[config.mk]
export PLATFORM = sky130hd
export DESIGN_NAME = wb_result_stage
export DESIGN_NICKNAME = d
export VERILOG_FILES = /design/src/rtl/wb_result_stage.sv
export SDC_FILE = /design/constraint.sdc
export NUM_CORES = 1
export LEC_CHECK = 0
export ABC_CLOCK_PERIOD_IN_PS = 1850
export CORE_MARGIN = 3
export CORE_UTILIZATION = 45
export CTS_BUF_LIST = sky130_fd_sc_hd__clkbuf_4
export DETAILED_ROUTE_END_ITERATION = 6
export DONT_BUFFER_PORTS = 1
export SLEW_MARGIN = 10
export SYNTH_ARGS = -nofsm -noshare
export SYNTH_HDL_FRONTEND = slang
export SYNTH_SLANG_ARGS = --single-unit
[constraint.sdc]
create_clock -name clk_i -period 1.85 [get_ports clk_i]
set_input_delay 0.37 -clock clk_i [delete_from_list [all_inputs] [get_ports clk_i]]
set_output_delay 0.37 -clock clk_i [all_outputs]
set_load 0.03 [all_outputs]
[src/rtl/wb_result_stage.sv]
// Registered writeback result-source mux for the RV32I core.
// It stalls upstream while a load is pending. Define WB_TIMEOUT_EN to add a load-wait timeout with err_o.
module wb_result_stage #(
   parameter int unsigned DATA_WIDTH     = 32,
   parameter int unsigned NUM_SRC        = 5,
   parameter int unsigned SEL_WIDTH      = 3,
   parameter int unsigned MEM_SRC_IDX    = 1,
   parameter int unsigned ADDR_WIDTH     = 5,
   parameter int unsigned TIMEOUT_CYCLES = 16
) (
   input  logic                          clk_i,
   input  logic                          rst_ni,
   input  logic                          valid_i,
   output logic                          ready_o,
   input  logic [SEL_WIDTH-1:0]          result_src_flag_i,
   input  logic [NUM_SRC*DATA_WIDTH-1:0] src_data_i,
   input  logic [ADDR_WIDTH-1:0]         rd_addr_i,
   input  logic                          reg_write_i,
   input  logic                          mem_valid_i,
   output logic [DATA_WIDTH-1:0]         result_o,
   output logic [ADDR_WIDTH-1:0]         rd_addr_o,
   output logic                          reg_write_o,
   output logic                          valid_o,
   output logic                          err_o
);

   typedef enum logic {IDLE = 1'b0, WAIT_MEM = 1'b1} state_e;

   state_e                 state_q, state_d;
   logic [ADDR_WIDTH-1:0]  pend_rd_q, pend_rd_d;
   logic                   pend_we_q, pend_we_d;
   logic [DATA_WIDTH-1:0]  result_d, sel_word, mem_word;
   logic [ADDR_WIDTH-1:0]  rd_addr_d;
   logic                   reg_write_d, valid_d, err_d;
   logic                   accept, sel_is_mem;

`ifdef WB_TIMEOUT_EN
   localparam int unsigned CNT_W = $clog2(TIMEOUT_CYCLES + 1);
   logic [CNT_W-1:0] cnt_q, cnt_d;
`else
   // Timeout length has no meaning when the wait is unbounded.
   localparam int unsigned unused_timeout_cycles = TIMEOUT_CYCLES;
`endif

   assign ready_o    = (state_q == IDLE);
   assign accept     = valid_i && ready_o;
   assign sel_is_mem = (result_src_flag_i == SEL_WIDTH'(MEM_SRC_IDX));
   assign mem_word   = src_data_i[MEM_SRC_IDX*DATA_WIDTH +: DATA_WIDTH];

   // Source mux; illegal select codes yield zero.
   always_comb begin
      sel_word = '0;
      for (int unsigned k = 0; k < NUM_SRC; k++) begin
         if (result_src_flag_i == SEL_WIDTH'(k)) sel_word = src_data_i[k*DATA_WIDTH +: DATA_WIDTH];
      end
   end

   // Next state and next output values.
   always_comb begin
      state_d     = state_q;
      result_d    = result_o;
      rd_addr_d   = rd_addr_o;
      reg_write_d = 1'b0;
      valid_d     = 1'b0;
      err_d       = 1'b0;
      pend_rd_d   = pend_rd_q;
      pend_we_d   = pend_we_q;
`ifdef WB_TIMEOUT_EN
      cnt_d       = cnt_q;
`endif
      case (state_q)
         IDLE: begin
            if (accept) begin
               if (sel_is_mem && !mem_valid_i) begin
                  state_d   = WAIT_MEM;
                  pend_rd_d = rd_addr_i;
                  pend_we_d = reg_write_i && (rd_addr_i != '0);
`ifdef WB_TIMEOUT_EN
                  cnt_d     = '0;
`endif
               end else begin
                  result_d    = sel_word;
                  rd_addr_d   = rd_addr_i;
                  reg_write_d = reg_write_i && (rd_addr_i != '0);
                  valid_d     = 1'b1;
               end
            end
         end
         WAIT_MEM: begin
            if (mem_valid_i) begin
               result_d    = mem_word;
               rd_addr_d   = pend_rd_q;
               reg_write_d = pend_we_q;
               valid_d     = 1'b1;
               state_d     = IDLE;
            end
`ifdef WB_TIMEOUT_EN
            else if (cnt_q == CNT_W'(TIMEOUT_CYCLES - 1)) begin
               result_d = '0;
               valid_d  = 1'b1;
               err_d    = 1'b1;
               state_d  = IDLE;
            end else begin
               cnt_d = cnt_q + CNT_W'(1);
            end
`endif
         end
         default: state_d = IDLE;
      endcase
   end

   always_ff @(posedge clk_i or negedge rst_ni) begin
      if (!rst_ni) begin
         state_q     <= IDLE;
         pend_rd_q   <= '0;
         pend_we_q   <= 1'b0;
         result_o    <= '0;
         rd_addr_o   <= '0;
         reg_write_o <= 1'b0;
         valid_o     <= 1'b0;
         err_o       <= 1'b0;
`ifdef WB_TIMEOUT_EN
         cnt_q       <= '0;
`endif
      end else begin
         state_q     <= state_d;
         pend_rd_q   <= pend_rd_d;
         pend_we_q   <= pend_we_d;
         result_o    <= result_d;
         rd_addr_o   <= rd_addr_d;
         reg_write_o <= reg_write_d;
         valid_o     <= valid_d;
         err_o       <= err_d;
`ifdef WB_TIMEOUT_EN
         cnt_q       <= cnt_d;
`endif
      end
   end

endmodule

==> flow_summary.toml, run 1 <==
[cells_and_area]
area_delta_synth_final_pct = 4.59
final_nets = 532
final_util = 0.499
num_antenna_cells = 0
fill_cells = 698
drive_gt1_frac = 0.0917
fin_area_sq_um = 3500

[timing]
setup_viol = 0
rsz0062_at_grt = "no"
max_freq_ghz = 0.579
maxSlewHeadroom = 0.415
fin_skew_ns = 0.0163
drv_slew = 0
tightest_slew_ns = 0.876
finalHoldViolCount = 0
fin_crit_sh = 0.933
fin_ws_ns = 0.124
fin_crit_ns = 1.73

[setup_path]
crit_type = "reg -> out"
cpMaxStageDelayCell = "dfrtp_1"
crit_fanout = 22
timing.rr.start = "state_q"
cp-start-kind = "flip-flop"
path_cells = "buf_4, inv_2, buf_6"
crit_arrival_ns = 1.36
ff2ff_path_depth = 4
cp_slowest_stage_delay_ns = 0.44
timing.rr.end = "result_o[6]"
r2r_setup_slack_ns = 0.31
worst_ep_required_time_ns = 1.48
endpoint_kind = "output port"
cp_top_family = "buffers and inverters"
path_buf_inv = 3

[pwr]
ir_worst_vdd_mv = 0.306
power-per-cell-area_nw_per_um2 = 799
power.leakage_uw = 0.00143

[synthesis]
yosys.area_share.simple = 0.173
ys_seq_area_frac = 0.344
synthesis.instances = 379
synthMuxAreaShare = 0.131
synth_top_family_by_area = "compound AO/OA/AOI/OAI gates"
syn_avg_cell_area_sq_um = 8.84
syn_area_sq_um = 3350
synth_xor_xnor_area_share = 0
synth_cell_types = 30
synth-compound-area-share = 0.283
synthAdderAreaFrac = 0
ys_warn_count = 0
synthesis.nets = 552
ys_seq_elements = 46

[place]
place_area_sq_um = 3360
gp_congestion = 0.770
io_buffers = 0
dp_hpwl_mm = 7.27
post-place-ws_ns = -0.216

[clock_tree]
path_clk_slew_ns = 0.14
insertion_delay_ns = 0.36
htreeDepth = 2
root_buffer = "clkbuf_4"
cts.sinks = 46
post_cts.repair.setup_buffers = 0
clockBufferDepth = 2
tritoncts = "yes"
numCtsBuffers = 5

[worst_hold_path]
hold_path_depth = 1
hp-start = "rd_addr_i[2]"
hold_path_end = "pend_rd_q[2]"
hp-class = "in -> reg"

[floorplanning]
core_sq_um = 7020
dieArea_sq_um = 8510
ioPinCount = 214
die_height_um = 92.3
die_x_um = 92.3
start_util = 0.477
num_rows = 30

[status]
status = "complete, no violations"

[detailed_routing]
drc_errors = 0
wire_per_inst_um = 22.0
num_vias = 2906
vias_per_cell = 6.37
postRouteAntennaNets = 0
drt_iter0_drc = 154
wl_mm = 10.0
drt_pass1_iterations = 6

[global_routing]
grt_start_max_net_pins = 67
gr-usage-all-layers = 0.223
antenna_found_initial = 0
grt_pass1_wl_mm = 15.2
first_global_vias = 2850
overflow = 0

[job]
maxCapViolCount = 0
[final cells by class]
cell class | count | area (sq um) | share of cell area
inverters | 4 | 15.0 | 0.00429
flip-flops and latches | 46 | 1150 | 0.329
well taps | 96 | 120 | 0.0343
clock buffers | 5 | 37.5 | 0.0107
clock inverters | 3 | 63.8 | 0.0182
repair buffers | 14 | 144 | 0.0411
multi-input cells | 288 | 1970 | 0.563
[where the power goes]
part,switching (uW),internal [uW],leakage [uW]
registers,377,1160,0.000584
logic,259,257,0.000791
clock network,331,417,0.0000528
total,967,1830,0.00143
[cells by family after synthesis]
| family | count (synthesis) |
|---|---|
| and+or+nand+nor | 111 |
| muxes | 42 |
| buffers and inverters | 45 |
| AOI/OAI and AO/OA | 134 |
| other | 1 |
| DFF | 46 |
[layer usage]
| metal | global-route usage | vias to the layer above | wire length, um |
|---|---|---|---|
| met3 | 0.0681 | 9 | 994 |
| met1 | 0.268 | 1377 | 3730 |
| met4 | 0.0433 | 0 | 106 |
| met2 | 0.394 | 149 | 5200 |
| met5 | 0 | - | 0 |
| li1 | - | 1371 | - |
[stage by stage]
step	power [uW]	instances	hold slack, ns	setup TNS, ns
6_report	2800	456	0.132	0
5_1_grt	2950	456	0.105	0
2_1_floorplan	1980	379	0.0744	0
3_5_place_dp	2050	446	0.0756	-2.24
3_3_place_gp	2040	446	0.0754	-1.37
4_1_cts	2840	456	0.111	0
[registers in the layout (all words and copies together) (netlist names)]
name	cells
result_o	32
pend_rd_q	5
rd_addr_o	5
pend_we_q	1
reg_write_o	1
state_q	1
valid_o	1
[how the worst max path moves through the flow]
stage,from,cells past startpoint,to
6_report,state_q,3,ready_o
5_1_grt,state_q,3,ready_o
4_1_cts,state_q,3,ready_o
3_5_place_dp,result_src_flag_i[0],5,result_o[6]
3_3_place_gp,result_src_flag_i[0],5,result_o[13]
2_1_floorplan,state_q,6,result_o[19]
[what timing repair did]
item                                   CTS  global route
endpoints found under the hold margin   46             0
hold buffers                             2             0
setup endpoints to repair                0             1
gates resized for setup                  0             1
[cell usage in the layout, fill, tap and decap left out, types with 2 or more instances in the layout]
master     instances
a21oi_1           31
nand3_1            2
buf_4             10
o31ai_1           25
a221o_1           31
inv_2              2
o31ai_2            7
o21ai_1            7
nor2_1            33
bufinv_16          2
dfrtp_1           46
nand3b_1          31
mux2_1             5
clkbuf_4           5
mux2i_1           36
nand2_1           39
o21ai_0           31
inv_1              2
[synthesized netlist by cell type]
cell      count  area, sq um
or3b_4        1         11.3
clkbuf_1     19         71.3
nor2_1       33          124
nor3b_4       1         18.8
a221o_1      31          310
dfrtp_1      46         1150
nand2b_1      1         6.26
inv_2         2         7.51
mux2i_1      36          360
o21ai_0      31          155
nor4b_2       1         15.0
a21oi_1      31          155
buf_1         2         7.51
mux4_2        1         22.5
nand2_1      39          146
buf_4         8         60.1
a221oi_1      1         8.76
o31ai_2       7         87.6
buf_2        10         50.1
or4_1         1         7.51
mux2_1        5         56.3
conb_1        1         3.75
o31ai_1      25          188
nand3b_1     31          233
o41ai_1       1         8.76
and3b_1       1         8.76
buf_6         2         22.5
nand3_1       2         10.0
o21ai_1       7         35.0
inv_1         2         7.51
No activity file was read; power rests on OpenSTA's default activity.
==> inputs of run 2 (changes only) <==
--- a/config.mk
+++ b/config.mk
@@ -6,11 +6,12 @@
 export NUM_CORES = 1
 export LEC_CHECK = 0
 export ABC_CLOCK_PERIOD_IN_PS = 1850
-export CORE_MARGIN = 3
-export CORE_UTILIZATION = 45
+export CORE_AREA = 3 3 81 83
 export CTS_BUF_LIST = sky130_fd_sc_hd__clkbuf_4
 export DETAILED_ROUTE_END_ITERATION = 6
+export DIE_AREA = 0 0 84 86
 export DONT_BUFFER_PORTS = 1
+export PLACE_DENSITY = 0.71
 export SLEW_MARGIN = 10
 export SYNTH_ARGS = -nofsm -noshare
 export SYNTH_HDL_FRONTEND = slang
==> constraint.sdc (replaced) <==
create_clock -name clk_i -period 1.85 [get_ports clk_i]
set_input_delay 0.0925 -clock clk_i [delete_from_list [all_inputs] [get_ports clk_i]]
set_output_delay 0.0925 -clock clk_i [all_outputs]
set_load 0.03 [all_outputs]
==> flow_summary.toml, run 2 (same netlist as run 1, synthesis figures left out) <==
[detailed_routing]
num_vias = 3187
postRouteAntennaNets = 0
drt_pass1_iterations = 6
drc_errors = 0
vias_per_cell = 6.72
wl_mm = 10.4
drt_iter0_drc = 163
wire_per_inst_um = 22.0

[cells_and_area]
largestRegisters = "result_o x32, pend_rd_q x5, rd_addr_o x5"
fill_cells = 495
layout_common_cells = "dfrtp_1 (46), dlygate4sd3_1 (42), nand2_1 (39)"
final_util = 0.652
drive_gt1_frac = 0.0802
area_delta_synth_final_pct = 15.3
final_nets = 571
num_antenna_cells = 0
largest_reg_flops = 32
regMostFlops = "result_o"
final_common_cell = "dfrtp_1"

[floorplanning]
ioPinCount = 214
start_util = 0.566
die_height_um = 86
dieArea_sq_um = 7220
core_sq_um = 5920
die_x_um = 84
num_rows = 28

[pwr]
power.internal_uw = 1890
power.leakage_uw = 0.00159
ir_worst_vdd_mv = 0.443
netSwitchingPower_uw = 1000
seq_power_share = 0.531
p_comb_frac = 0.202
switching_share = 0.347
pwr-share-clk = 0.266
power-per-cell-area_nw_per_um2 = 749

[setup_path]
path_buf_inv = 2
crit_fanout = 21
crit_arrival_ns = 2.08
worst_ep_required_time_ns = 2.16
path_depth = 3
cp_top_family = "buffers and inverters"
cp_slowest_stage_delay_ns = 0.60
path_cells = "buf_4, o41ai_1, dlygate4sd3_1"
cpMaxStageDelayCell = "dlygate4sd3_1"
crit_type = "reg -> reg"
cp-start-kind = "flip-flop"
endpoint_kind = "flip-flop"
ff2ff_path_depth = 3

[clock_tree]
ctsResizeCount = 0
htreeDepth = 2
root_buffer = "clkbuf_4"
tritoncts = "yes"
path_clk_slew_ns = 0.15
insertion_delay_ns = 0.36
post_cts.repair.setup_buffers = 0
numCtsBuffers = 5
clockBufferDepth = 2
cts.sinks = 46

[timing]
tightest_slew_ns = 0.545
max_freq_ghz = 0.565
setup_viol = 0
fin_crit_sh = 0.956
finalHoldViolCount = 0
drv_slew = 0
setup_tns_ns = 0
fin_skew_ns = 0.0113
fin_crit_ns = 1.77
rsz0062_at_grt = "no"
holdWs_ns = 0.0362
maxSlewHeadroom = 0.636

[worst_hold_path]
hp-class = "in -> reg"
hold_path_depth = 3

[status]
status = "complete, no violations"

[global_routing]
grt_pass1_wl_mm = 15.8
first_global_vias = 3104
grt_start_max_net_pins = 67
gr-usage-all-layers = 0.274
antenna_found_initial = 0
overflow = 0

[place]
gp_congestion = 0.860
io_buffers = 0
dp_hpwl_mm = 6.99

[job]
maxCapViolCount = 0
==> run 2: routing by layer <==
| metal | up-vias | global-route usage | wire length [um] |
|---|---|---|---|
| met5 | - | 0 | 0 |
| met3 | 27 | 0.0740 | 981 |
| met2 | 186 | 0.481 | 5300 |
| li1 | 1451 | - | - |
| met1 | 1523 | 0.316 | 3880 |
| met4 | 0 | 0.114 | 276 |
==> run 2: worst register-to-register path: stages, from the launching register on <==
cell and delay [ns]:
dfrtp_1 0.45, buf_4 0.24, o41ai_1 0.43, dlygate4sd3_1 0.60
==> run 2: worst paths after layout <==
path	start	endpoint	slack, ns
min in group asynchronous	rst_ni	result_o[31]	0.26
min reg2reg	pend_rd_q[2]	pend_rd_q[2]	0.51
min	rd_addr_i[4]	pend_we_q	0.04
max reg2reg	state_q	reg_write_o	0.08
max in group asynchronous	rst_ni	result_o[29]	1.39
max	state_q	reg_write_o	0.08
==> run 2: layout make-up <==
type,count,area (sq um),share of cell area
Clock buffer,5,37.5,0.00972
Sequential cell,46,1150,0.298
Tap cell,75,93.8,0.0243
Clock inverter,3,68.8,0.0178
Inverter,4,15.0,0.00389
Multi-Input combinational cell,288,1970,0.511
Timing Repair Buffer,53,523,0.135
==> run 2: power groups by stage <==
stage / registers [uW] / clock network (uW) / logic [uW]
floorplan: 1510 / 0 / 464
global route: 1560 / 835 / 656
detailed placement: 1560 / 0 / 485
global placement: 1550 / 0 / 466
finish: 1540 / 770 / 585
CTS: 1540 / 790 / 588
==> run 2: stage by stage <==
step                      worst slack, ns  instance area, sq um  power, uW  instances
after floorplan                     0.264                  3350       1980        379
after global placement              0.302                  3310       2020        423
after detailed placement            0.258                  3310       2040        423
after CTS                           0.158                  3860       2910        474
after global routing              0.00559                  3860       3050        474
final                              0.0809                  3860       2890        474
==> run 2: repair_timing <==
item                                    in CTS  in global routing
endpoints found under the setup margin       0                  0
hold buffers                                43                  0
endpoints found under the hold margin       91                  0
